--- src/rtl/node_pkg.sv ---
// node_pkg: shared types and constants for the node receive path.
package node_pkg;

    localparam int FLIT_WIDTH      = 32;
    localparam int NODE_FIFO_DEPTH = 4;

    typedef logic [FLIT_WIDTH-1:0] flit_t;

endpackage : node_pkg

--- src/rtl/node_fifo_mem.sv ---
// node_fifo_mem: DEPTH x FLIT_W register array, one synchronous write port,
// one asynchronous read port. Holds payload only; no control state.
module node_fifo_mem
    import node_pkg::*;
#(
    parameter int FLIT_W = FLIT_WIDTH,
    parameter int DEPTH  = NODE_FIFO_DEPTH
) (
    input  logic                     clk,
    input  logic                     we,
    input  logic [$clog2(DEPTH)-1:0] waddr,
    input  logic [FLIT_W-1:0]        wdata,
    input  logic [$clog2(DEPTH)-1:0] raddr,
    output logic [FLIT_W-1:0]        rdata
);

    logic [FLIT_W-1:0] mem [DEPTH];

    // Write the addressed entry on an accepted flit.
    // NOTE: storage is deliberately left out of reset; validity is tracked by
    // the pointers/count, so stale entries are never consumed.
    always_ff @(posedge clk) begin
        if (we) begin
            mem[waddr] <= wdata;
        end
    end

    // Head-of-queue read is combinational so the FIFO falls through.
    assign rdata = mem[raddr];

endmodule : node_fifo_mem

--- src/rtl/node_input_fifo.sv ---
// node_input_fifo: first-word-fall-through receive buffer between a link and
// the router stage, flit/enable/ack handshake on both sides. in_ack and
// out_enable come from registered occupancy only, so there is no
// combinational path from out_ack to in_ack.
// Optional build macro NODE_FIFO_WATERMARK_EN adds high_water and
// overflow_seen status outputs.
module node_input_fifo
    import node_pkg::*;
#(
    parameter int FLIT_W = FLIT_WIDTH,
    parameter int DEPTH  = NODE_FIFO_DEPTH
) (
    input  logic                       clk,
    input  logic                       rst,
    input  logic [FLIT_W-1:0]          in_flit,
    input  logic                       in_enable,
    output logic                       in_ack,
    output logic [FLIT_W-1:0]          out_flit,
    output logic                       out_enable,
    input  logic                       out_ack,
`ifdef NODE_FIFO_WATERMARK_EN
    output logic [$clog2(DEPTH+1)-1:0] high_water,
    output logic                       overflow_seen,
`endif
    output logic [$clog2(DEPTH+1)-1:0] count
);

    localparam int PW = $clog2(DEPTH);
    localparam int CW = $clog2(DEPTH + 1);
    localparam logic [CW-1:0] FULL = CW'(DEPTH);

    logic [PW-1:0] wr_ptr;
    logic [PW-1:0] rd_ptr;
    logic          push;
    logic          pop;

    // Handshake flags derive purely from registered occupancy.
    assign in_ack     = (count != FULL);
    assign out_enable = (count != '0);
    assign push       = in_enable & in_ack;
    assign pop        = out_enable & out_ack;

    node_fifo_mem #(
        .FLIT_W (FLIT_W),
        .DEPTH  (DEPTH)
    ) u_mem (
        .clk   (clk),
        .we    (push),
        .waddr (wr_ptr),
        .wdata (in_flit),
        .raddr (rd_ptr),
        .rdata (out_flit)
    );

    // Advance pointers and track occupancy; a push and pop together cancel.
    // NOTE: all state here uses non-blocking assignments so every register
    // samples pre-edge values regardless of statement order.
    always_ff @(posedge clk or posedge rst) begin
        if (rst) begin
            wr_ptr <= '0;
            rd_ptr <= '0;
            count  <= '0;
        end else begin
            if (push) begin
                wr_ptr <= wr_ptr + 1'b1;
            end
            if (pop) begin
                rd_ptr <= rd_ptr + 1'b1;
            end
            case ({push, pop})
                2'b10:   count <= count + 1'b1;
                2'b01:   count <= count - 1'b1;
                default: count <= count;
            endcase
        end
    end

`ifdef NODE_FIFO_WATERMARK_EN
    // Peak occupancy since reset, and a sticky flag for a stalled link.
    always_ff @(posedge clk or posedge rst) begin
        if (rst) begin
            high_water    <= '0;
            overflow_seen <= 1'b0;
        end else begin
            if (count > high_water) begin
                high_water <= count;
            end
            if (in_enable && (count == FULL)) begin
                overflow_seen <= 1'b1;
            end
        end
    end
`endif

endmodule : node_input_fifo

--- config.mk ---
export PLATFORM = sky130hd
export DESIGN_NAME = node_input_fifo
export DESIGN_NICKNAME = d
export VERILOG_FILES = /design/src/rtl/node_pkg.sv /design/src/rtl/node_fifo_mem.sv /design/src/rtl/node_input_fifo.sv
export SDC_FILE = /design/constraint.sdc
export NUM_CORES = 1
export LEC_CHECK = 0
export ABC_AREA = 1
export ABC_CLOCK_PERIOD_IN_PS = 4000
export BUFFER_PORTS_ARGS = -buffer_cell sky130_fd_sc_hd__buf_2
export CORE_ASPECT_RATIO = 1.5
export CORE_MARGIN = 4
export CORE_UTILIZATION = 54
export CTS_CLUSTER_DIAMETER = 40
export DETAILED_ROUTE_END_ITERATION = 6
export GPL_TIMING_DRIVEN = 0
export PLACE_DENSITY = 0.77
export SETUP_SLACK_MARGIN = 0.1
export SLEW_MARGIN = 25
export SYNTH_ARGS = -nofsm -noshare
export SYNTH_HDL_FRONTEND = slang
export SYNTH_SLANG_ARGS = --single-unit
--- constraint.sdc ---
create_clock -name clk -period 4 [get_ports clk]
set_clock_uncertainty 0.2 [all_clocks]
set_input_delay 0.8 -clock clk [delete_from_list [all_inputs] [get_ports clk]]
set_output_delay 0.8 -clock clk [all_outputs]
set_load 0.01 [all_outputs]
After elaboration in Yosys (flattened, before gate mapping)

Memories as Yosys holds them, arrays and structs flattened.
Cells that the tools add are included.
Widths: inputs -> output; s select.

Register bits: 7
Memory bits (writable): 128
Input port bits: 36
Output and inout port bits: 37
Word-level logic and storage cells: 18
Memories kept: 1

Memory list:

| name      | words | bits a word | rd ports | clocked after Yosys merged registers in | write ports | line                | RTL |
|---|---|---|---|---|---|---|---|
| u_mem.mem | 4     | 32          | 1        | 0                                       | 1           | node_fifo_mem.sv:17 | `logic [FLIT_W-1:0] mem [DEPTH];` |

Add/sub/neg operators: 4
Equal/unequal tests: 3
Mux-type cells: 3
Bitwise operators: 2
Reduce and logical (&&, ||, !) cells: 2

Operators with widths:

| kind                | count |
|---|---|
| $pmux 3 s2          | 1 |
| $add 2x1->2 const B | 2 |
| $add 3x1->3 const B | 1 |
| $ne 3x3->1 const B  | 1 |
| $reduce_bool 3->1   | 1 |
| $sub 3x1->3 const B | 1 |
| $and 1x1->1         | 2 |
| $eq 2x1->1 const B  | 1 |
| $eq 2x2->1 const B  | 1 |
| $mux 1              | 2 |
| $reduce_bool 2->1   | 1 |

Logic depth before layout (Yosys ltp)

Gate-level depths: netlist of the first run.

Word-level depth: 4
Mapped depth: 12
Mapped depth without buffers: 12

Cells and area by module

Synthesis of the first run repeated with hierarchy kept, for this count alone.

Cell total of the unflattened synthesis: 560
Area total of the unflattened synthesis: 5855.6 sq um

By module, submodules not included:

| module          | times used | cells each | area an instance (sq um) | seq. area each (sq um) |
|---|---|---|---|---|
| node_fifo_mem   | 1          | 509        | 5437.7                   | 3843.7 |
| node_input_fifo | 1          | 51         | 417.9                    | 175.2 |

Least setup slack after synthesis of the first run

No wires, ideal clock.

Path type: input to register
Start point: in in_enable
End point: mem u_mem.mem[0][0] (netlist bit) (enable)
Library setup time: 0.421 ns
Arrival time: 2.311 ns
Data required time: 3.379 ns
Slack: 1.068 ns
Stages: 2
Path buffers: 0
Cell sequence: nand2_1 > nor2_1

Longest elaborated chain between the ends: 3

Ends and longest elaborated chain:

| item                         | line                  | RTL |
|---|---|---|
| start: declaration           | node_input_fifo.sv:16 | `input logic in_enable,` |
| $and 1x1->1                  | node_input_fifo.sv:40 | `assign push = in_enable & in_ack;` |
| $mux 1                       | node_fifo_mem.sv:23   | `if (we) begin` |
| $mux 1 (not written as such) | node_fifo_mem.sv:24   | `mem[waddr] <= wdata;` |
| end: declaration             | node_fifo_mem.sv:17   |  |

No other way between the ends.

Worst setup path in the final report of the first run

Start point: reg rd_ptr[1]
End point: out out_flit[18]

Longest elaborated chain between the ends: 1

Ends and longest elaborated chain:

| item                     | line                  | RTL |
|---|---|---|
| start: declaration       | node_input_fifo.sv:33 | `logic [PW-1:0] rd_ptr;` |
| start signal: assignment | node_input_fifo.sv:68 | `rd_ptr <= rd_ptr + 1'b1;` |
| $mem_v2 4x32             | -                     |  |
| end: declaration         | node_input_fifo.sv:18 | `output logic [FLIT_W-1:0] out_flit,` |

No other way between the ends.

==> flow_summary.ini, run 1 <==
[logic_synthesis]
synth_edf_count = 128
ys_seq_area_share_pct = 72.28
synth_top_area_cell = edfxtp_1
yosysWarnings = 0
synth.most_common_cell = edfxtp_1
ys_ff_latch = 135
avgSynthCellArea_sq_um = 12.81
async_flop_share_pct = 5.185
synthTopCellsByArea = edfxtp_1 69%, o211ai_1 8.6%, nand2_1 7.6%
syn-cell-area_sq_um = 5560
synthTopCellsByCount = 128 x edfxtp_1, 113 x nand2_1, 80 x inv_1
syn-num-nets = 476
syn-instance-count = 434
synth_top_area_share_pct = 69.13
synth-main-ff-cell = edfxtp_1
yosysUniqueCellTypes = 17

[timing]
worstMarginPinSlew_ps = 680.4
grt_setup_unrepaired = false
max_freq_mhz = 344.5
finalSetupTns_ps = 0
finalCriticalPeriod_ps = 2903
fin_crit_sh_pct = 72.57
finalMaxSlewViolations = 0
whs_ps = 131.0
finalSetupViolations = 0
maxSlewHeadroom_pct = 54.64
finalHoldViolCount = 0

[global_routing]
grt_pass1_wl_um = 17870
grt_overflow_total = 0
antenna_found_initial = 0
grt_pass1_vias = 3626
grtUsageTotal_pct = 19.93
grt_start_max_net_pins = 19

[clock_tree]
root_buffer = clkbuf_16
cts_tree = yes
h-tree-depth = 4
cts.clk_slew.worst_paths_ps = 50
cts_inserted_buffers = 17
cts-resized-gates = 0
clock_sinks = 135
clockBufferDepth = 2
holdBufCountCts = 0
clock_latency_ps = 410
postCtsSetupBuffers = 0

[die]
die_h_um = 132.3
core-area_sq_um = 10080
pin_count = 73
die_area_sq_um = 12020
rows = 45
fp.dieW_um = 90.85
initial_core_util_pct = 55.17

[cells_and_area]
final_core_util_pct = 67.60
diodes = 0
syn_to_final_growth_pct = 22.52
drive_gt1_share_pct = 23.25
nets = 571
final_cells = 659

[status]
status = finished, final reports clean

[placement]
portBuffers = 72
dp_cells = 627
place_hpwl_um = 7445
place_congestion = 0.7459

[critical_path]
reg2reg_slack_ps = 1510
worst_setup_path_start_kind = flip-flop
worstPathMaxFanout = 10
worstPathRequired_ps = 3000
critPathArrivalTime_ps = 1900
endpoint_kind = primary output
worstSetupPathType = reg -> out

[power]
cellPowerDensity_nw_per_um2 = 795.3
peakVddDrop_mv = 0.5544
power_uw = 5418
leakagePower_uw = 0.002859

[worst_hold_path]
hp-class = in -> async

[detailed_routing]
post_drt_wl_per_cell_um = 17.28
final_antenna_net_count = 0
dr.pass1.iters = 5
drc_errors = 0
wl_um = 11390
first_iter_violations = 270
viasPerCell = 5.323
via_count = 3508

[flow_run]
cap_viol_max_count = 0
==> sequential cells by signal, indices dropped and copies added (netlist names) <==
register,flops
count,3
rd_ptr,2
u_mem.mem,128
wr_ptr,2
==> path summary, 6_finish.rpt <==
check                                to  depth (start not counted)  startpoint
setup / recovery           out_flit[18]                          5   rd_ptr[1]
hold / removal                wr_ptr[0]                          2         rst
setup reg to reg               count[2]                         10    count[0]
hold reg to reg                count[1]                          2    count[1]
max in group asynchronous     rd_ptr[1]                          2         rst
min in group clk               count[1]                          2    count[1]
==> placed cells by master (no fill, tap or decap) <==
| master | instances |
|---|---|
| buf_4 | 2 |
| clkbuf_1 | 8 |
| ha_1 | 5 |
| xnor2_1 | 1 |
| buf_2 | 75 |
| inv_1 | 80 |
| clkinvlp_4 | 2 |
| dfrtp_1 | 7 |
| bufinv_16 | 3 |
| clkinv_2 | 2 |
| fa_1 | 1 |
| nand3_1 | 7 |
| o211ai_1 | 64 |
| clkbuf_16 | 17 |
| buf_6 | 12 |
| o21ai_0 | 1 |
| edfxtp_1 | 128 |
| buf_16 | 4 |
| nand4_1 | 1 |
| nor2_4 | 4 |
| nand2_1 | 113 |
| clkbuf_8 | 3 |
| inv_2 | 1 |
| clkinv_4 | 1 |
==> power breakdown <==
part | leakage (uW) | total, uW | switching, uW | internal, uW
Sequential | 0.00126 | 1950 | 85.9 | 1870
Combinational | 0.00131 | 1920 | 1220 | 704
Clock | 0.000290 | 1540 | 514 | 1030
Total | 0.00286 | 5420 | 1820 | 3600
==> routing by layer <==
metal	up-vias	part of all wire (%)	track usage [%]	wire [um]
li1	1682	-	-	-
met4	0	2.5	8.977	279
met1	1688	37	20.62	4195
met3	31	5.4	6.225	618
met5	-	0	0	0
met2	107	55	36.48	6291
==> worst max-delay path, stage by stage (launching register included) <==
cell	delay (ps)
dfrtp_1	340
buf_4	150
clkbuf_1	530
o211ai_1	190
nand2_1	140
buf_2	140
==> layout make-up <==
type	instances	area, sq um
flip-flops and latches	135	4019
well taps	117	146.4
clock inverters	8	123.9
repair buffers	76	470.5
inverters	81	304.0
fillers	675	3266
clock buffers	24	481.7
plain buffers	21	180.2
multi-input cells	197	1087
==> logic make-up (layout without fill, tap and decap cells) <==
kind of cell / after synthesis / in the layout / synth area share [%]
flops: 135 / 135 / 72.28
xor+xnor: 1 / 1 / 0.1575
buf+inv: 102 / 210 / 8.708
compound gates: 65 / 65 / 8.731
simple gates: 125 / 125 / 8.641
fa+ha+maj: 6 / 6 / 1.485
==> metrics by stage <==
| stage | cell area (sq um) | worst slack [ps] |
|---|---|---|
| 6_report | 6813 | 1097 |
| 3_5_place_dp | 6207 | 1336 |
| 3_3_place_gp | 6067 | -120.6 |
| 5_1_grt | 6813 | 999.4 |
| 4_1_cts | 6813 | 1118 |
| 2_1_floorplan | 5560 | 1068 |
Power figures use the tool's default switching activity.
==> run 2: changes to the inputs <==
ABC_AREA = 0   (was 1)
ABC_CLOCK_PERIOD_IN_PS = 2500   (was 4000)
CORE_UTILIZATION = 51   (was 54)
clock period = 2.5 ns   (was 4 ns; I/O delays follow)
==> run 2 against run 1 <==
  * Hold slack worse by 27 ps
  * Highest routed layer unchanged
  * Synthesized cell count down 53%
  * Via count down 33%
  * Flip-flop and latch count unchanged
  * Final cell count down 34%
  * Final area down 4.1%
  * Wire length down 25%
  * Sequential power up 61%
  * Clock power up 60%
  * Setup slack worse by 1100 ps
  * Combinational power up 50%
  * Non-clock buffer count down 4
==> flow_summary.ini, run 2 <==
[critical_path]
critPathArrivalTime_ps = 1760
worstSetupPathType = reg -> out
worst_setup_path_start_kind = flip-flop
worstPathMaxFanout = 8
endpoint_kind = primary output
worstPathRequired_ps = 1800

[die]
rows = 44
pin_count = 73
die_h_um = 129.8
initial_core_util_pct = 52.05
die_area_sq_um = 11580
core-area_sq_um = 9689
fp.dieW_um = 89.20

[timing]
fin_crit_sh_pct = 98.42
worstMarginPinSlew_ps = 859.8
finalCriticalPeriod_ps = 2461
finalMaxSlewViolations = 0
max_freq_mhz = 406.4
grt_setup_unrepaired = true
finalHoldViolCount = 0
whs_ps = 103.6
finalSetupViolations = 0
maxSlewHeadroom_pct = 42.68

[detailed_routing]
dr.pass1.iters = 4
viasPerCell = 5.329
final_antenna_net_count = 0
drc_errors = 0
first_iter_violations = 105
wl_um = 8493
via_count = 2334
post_drt_wl_per_cell_um = 19.39

[clock_tree]
clock_sinks = 135
cts.clk_slew.worst_paths_ps = 60
clockBufferDepth = 2
h-tree-depth = 4
clock_latency_ps = 410
cts_inserted_buffers = 17
cts_tree = yes
root_buffer = clkbuf_16

[logic_synthesis]
synth_top_area_cell = edfxtp_1
synth.most_common_cell = edfxtp_1
syn-num-nets = 248
synth-main-ff-cell = edfxtp_1
yosysUniqueCellTypes = 20
synth_edf_count = 128
synthTopCellsByArea = edfxtp_1 76%, mux4_2 14%, dfrtp_1 3.5%
yosysWarnings = 0
synth_top_area_share_pct = 76.21
ys_ff_latch = 135
ys_seq_area_share_pct = 79.68
avgSynthCellArea_sq_um = 24.48
async_flop_share_pct = 5.185
synthTopCellsByCount = 128 x edfxtp_1, 32 x mux4_2, 7 x dfrtp_1, 7 x inv_1, 5 x ha_1
syn-instance-count = 206
syn-cell-area_sq_um = 5044

[cells_and_area]
largest_register_ffs = 128
diodes = 0
n_fill_cell = 623
mostFrequentLayoutCells = 128 x edfxtp_1, 51 x buf_2, 32 x mux4_2, 23 x buf_6, 19 x clkbuf_16
top_register = u_mem.mem
nets = 352
syn_to_final_growth_pct = 29.50
mostFrequentLayoutCell = edfxtp_1
top_regs = u_mem.mem (128), count (3)
drive_gt1_share_pct = 51.39

[flow_run]
cap_viol_max_count = 0

[placement]
portBuffers = 72
place_congestion = 0.6657
place_hpwl_um = 4994

[worst_hold_path]
hp-class = in -> reg

[power]
cellPowerDensity_nw_per_um2 = 1298
peakVddDrop_mv = 0.8286
leakagePower_uw = 0.002370
power_uw = 8480

[global_routing]
grt_start_max_net_pins = 33
grt_overflow_total = 0
grtUsageTotal_pct = 15.98
antenna_found_initial = 0
grt_pass1_wl_um = 12740
grt_pass1_vias = 2452

[status]
status = finished, final reports clean
run 2: changes by cell type after synthesis, sizes merged, moves of 3 or more:
cell,delta
o211ai,-64
nand3,-7
xor2,+3
nand2,-112
and3,+4
mux4,+32
buf,-11
nor2,-3
inv,-74
run 2: final cells by class:
type                       instances  area [sq um]  area share, %
buffer                             8         107.6          1.648
clock buffer                      24         481.7          7.375
clock inverter                     8         121.4          1.858
inverter                           7         28.78         0.4406
multi-input combinational         56         970.9          14.87
sequential                       135          4020          61.55
tap                              115         143.9          2.203
timing repair buffer              85         656.9          10.06
run 2: path summary, 6_finish.rpt:
path                             start  slack (ps)  depth (start not counted)               end
max                          rd_ptr[0]          40                          4      out_flit[22]
min                        in_flit[24]         100                          1  u_mem.mem[1][24]
max reg2reg                   count[0]         200                          9          count[2]
min reg2reg                   count[2]         380                          2          count[2]
max in group asynchronous          rst        1510                          3          count[0]
min in group asynchronous          rst         360                          3         wr_ptr[1]
run 2: per-layer routing:
layer,wire length (um),track usage [%],up-vias
li1,-,-,1068
met1,3098,17.60,1188
met2,4809,27.23,67
met3,489,6.507,11
met4,96,6.310,0
met5,0,0,-
run 2: worst max-delay path, stage by stage, from the launching register on:
cell and delay (ps):
dfrtp_1 370, buf_12 170, buf_12 130, mux4_2 540
buf_6 150
run 2: through the flow:
stage / instance area (sq um) / utilization (%) / worst slack, ps / TNS, ps / std cells
5_1_grt: 6531 / 67.41 / -21.48 / -29.92 / 438
6_report: 6531 / 67.41 / 39.40 / 0 / 438
4_1_cts: 6295 / 64.97 / 10.23 / 0 / 432
2_1_floorplan: 5044 / - / 140.5 / 0 / 206
3_5_place_dp: 5548 / 57.26 / 41.94 / 0 / 393
3_3_place_gp: 5548 / 57.26 / 118.5 / 0 / 393
run 2: what timing repair did:
action / CTS / global route
cloned: 1 / 2
hold buffers: 1 / 0
pin swaps: 1 / 5
endpoints found under the hold margin: 7 / 0
setup buffers: 5 / 4
gates resized for setup: 21 / 30
setup endpoints to repair: 30 / 33
run 2: cell families (layout without fill, tap and decap cells):
logic type	Yosys count	after routing	share of synthesized area [%]
flip-flops	135	135	79.68
multiplexers	34	34	14.79
buffers and inverters	15	132	1.365
AND/OR/NAND/NOR	9	9	1.290
adder cells (fa/ha/maj)	6	6	1.637
XOR/XNOR	6	6	1.042
AO/OA/AOI/OAI	1	1	0.1985
run 2: report_power, final:
part	switching, uW	internal [uW]
Clock	821	1640
Sequential	117	3020
Combinational	1290	1590
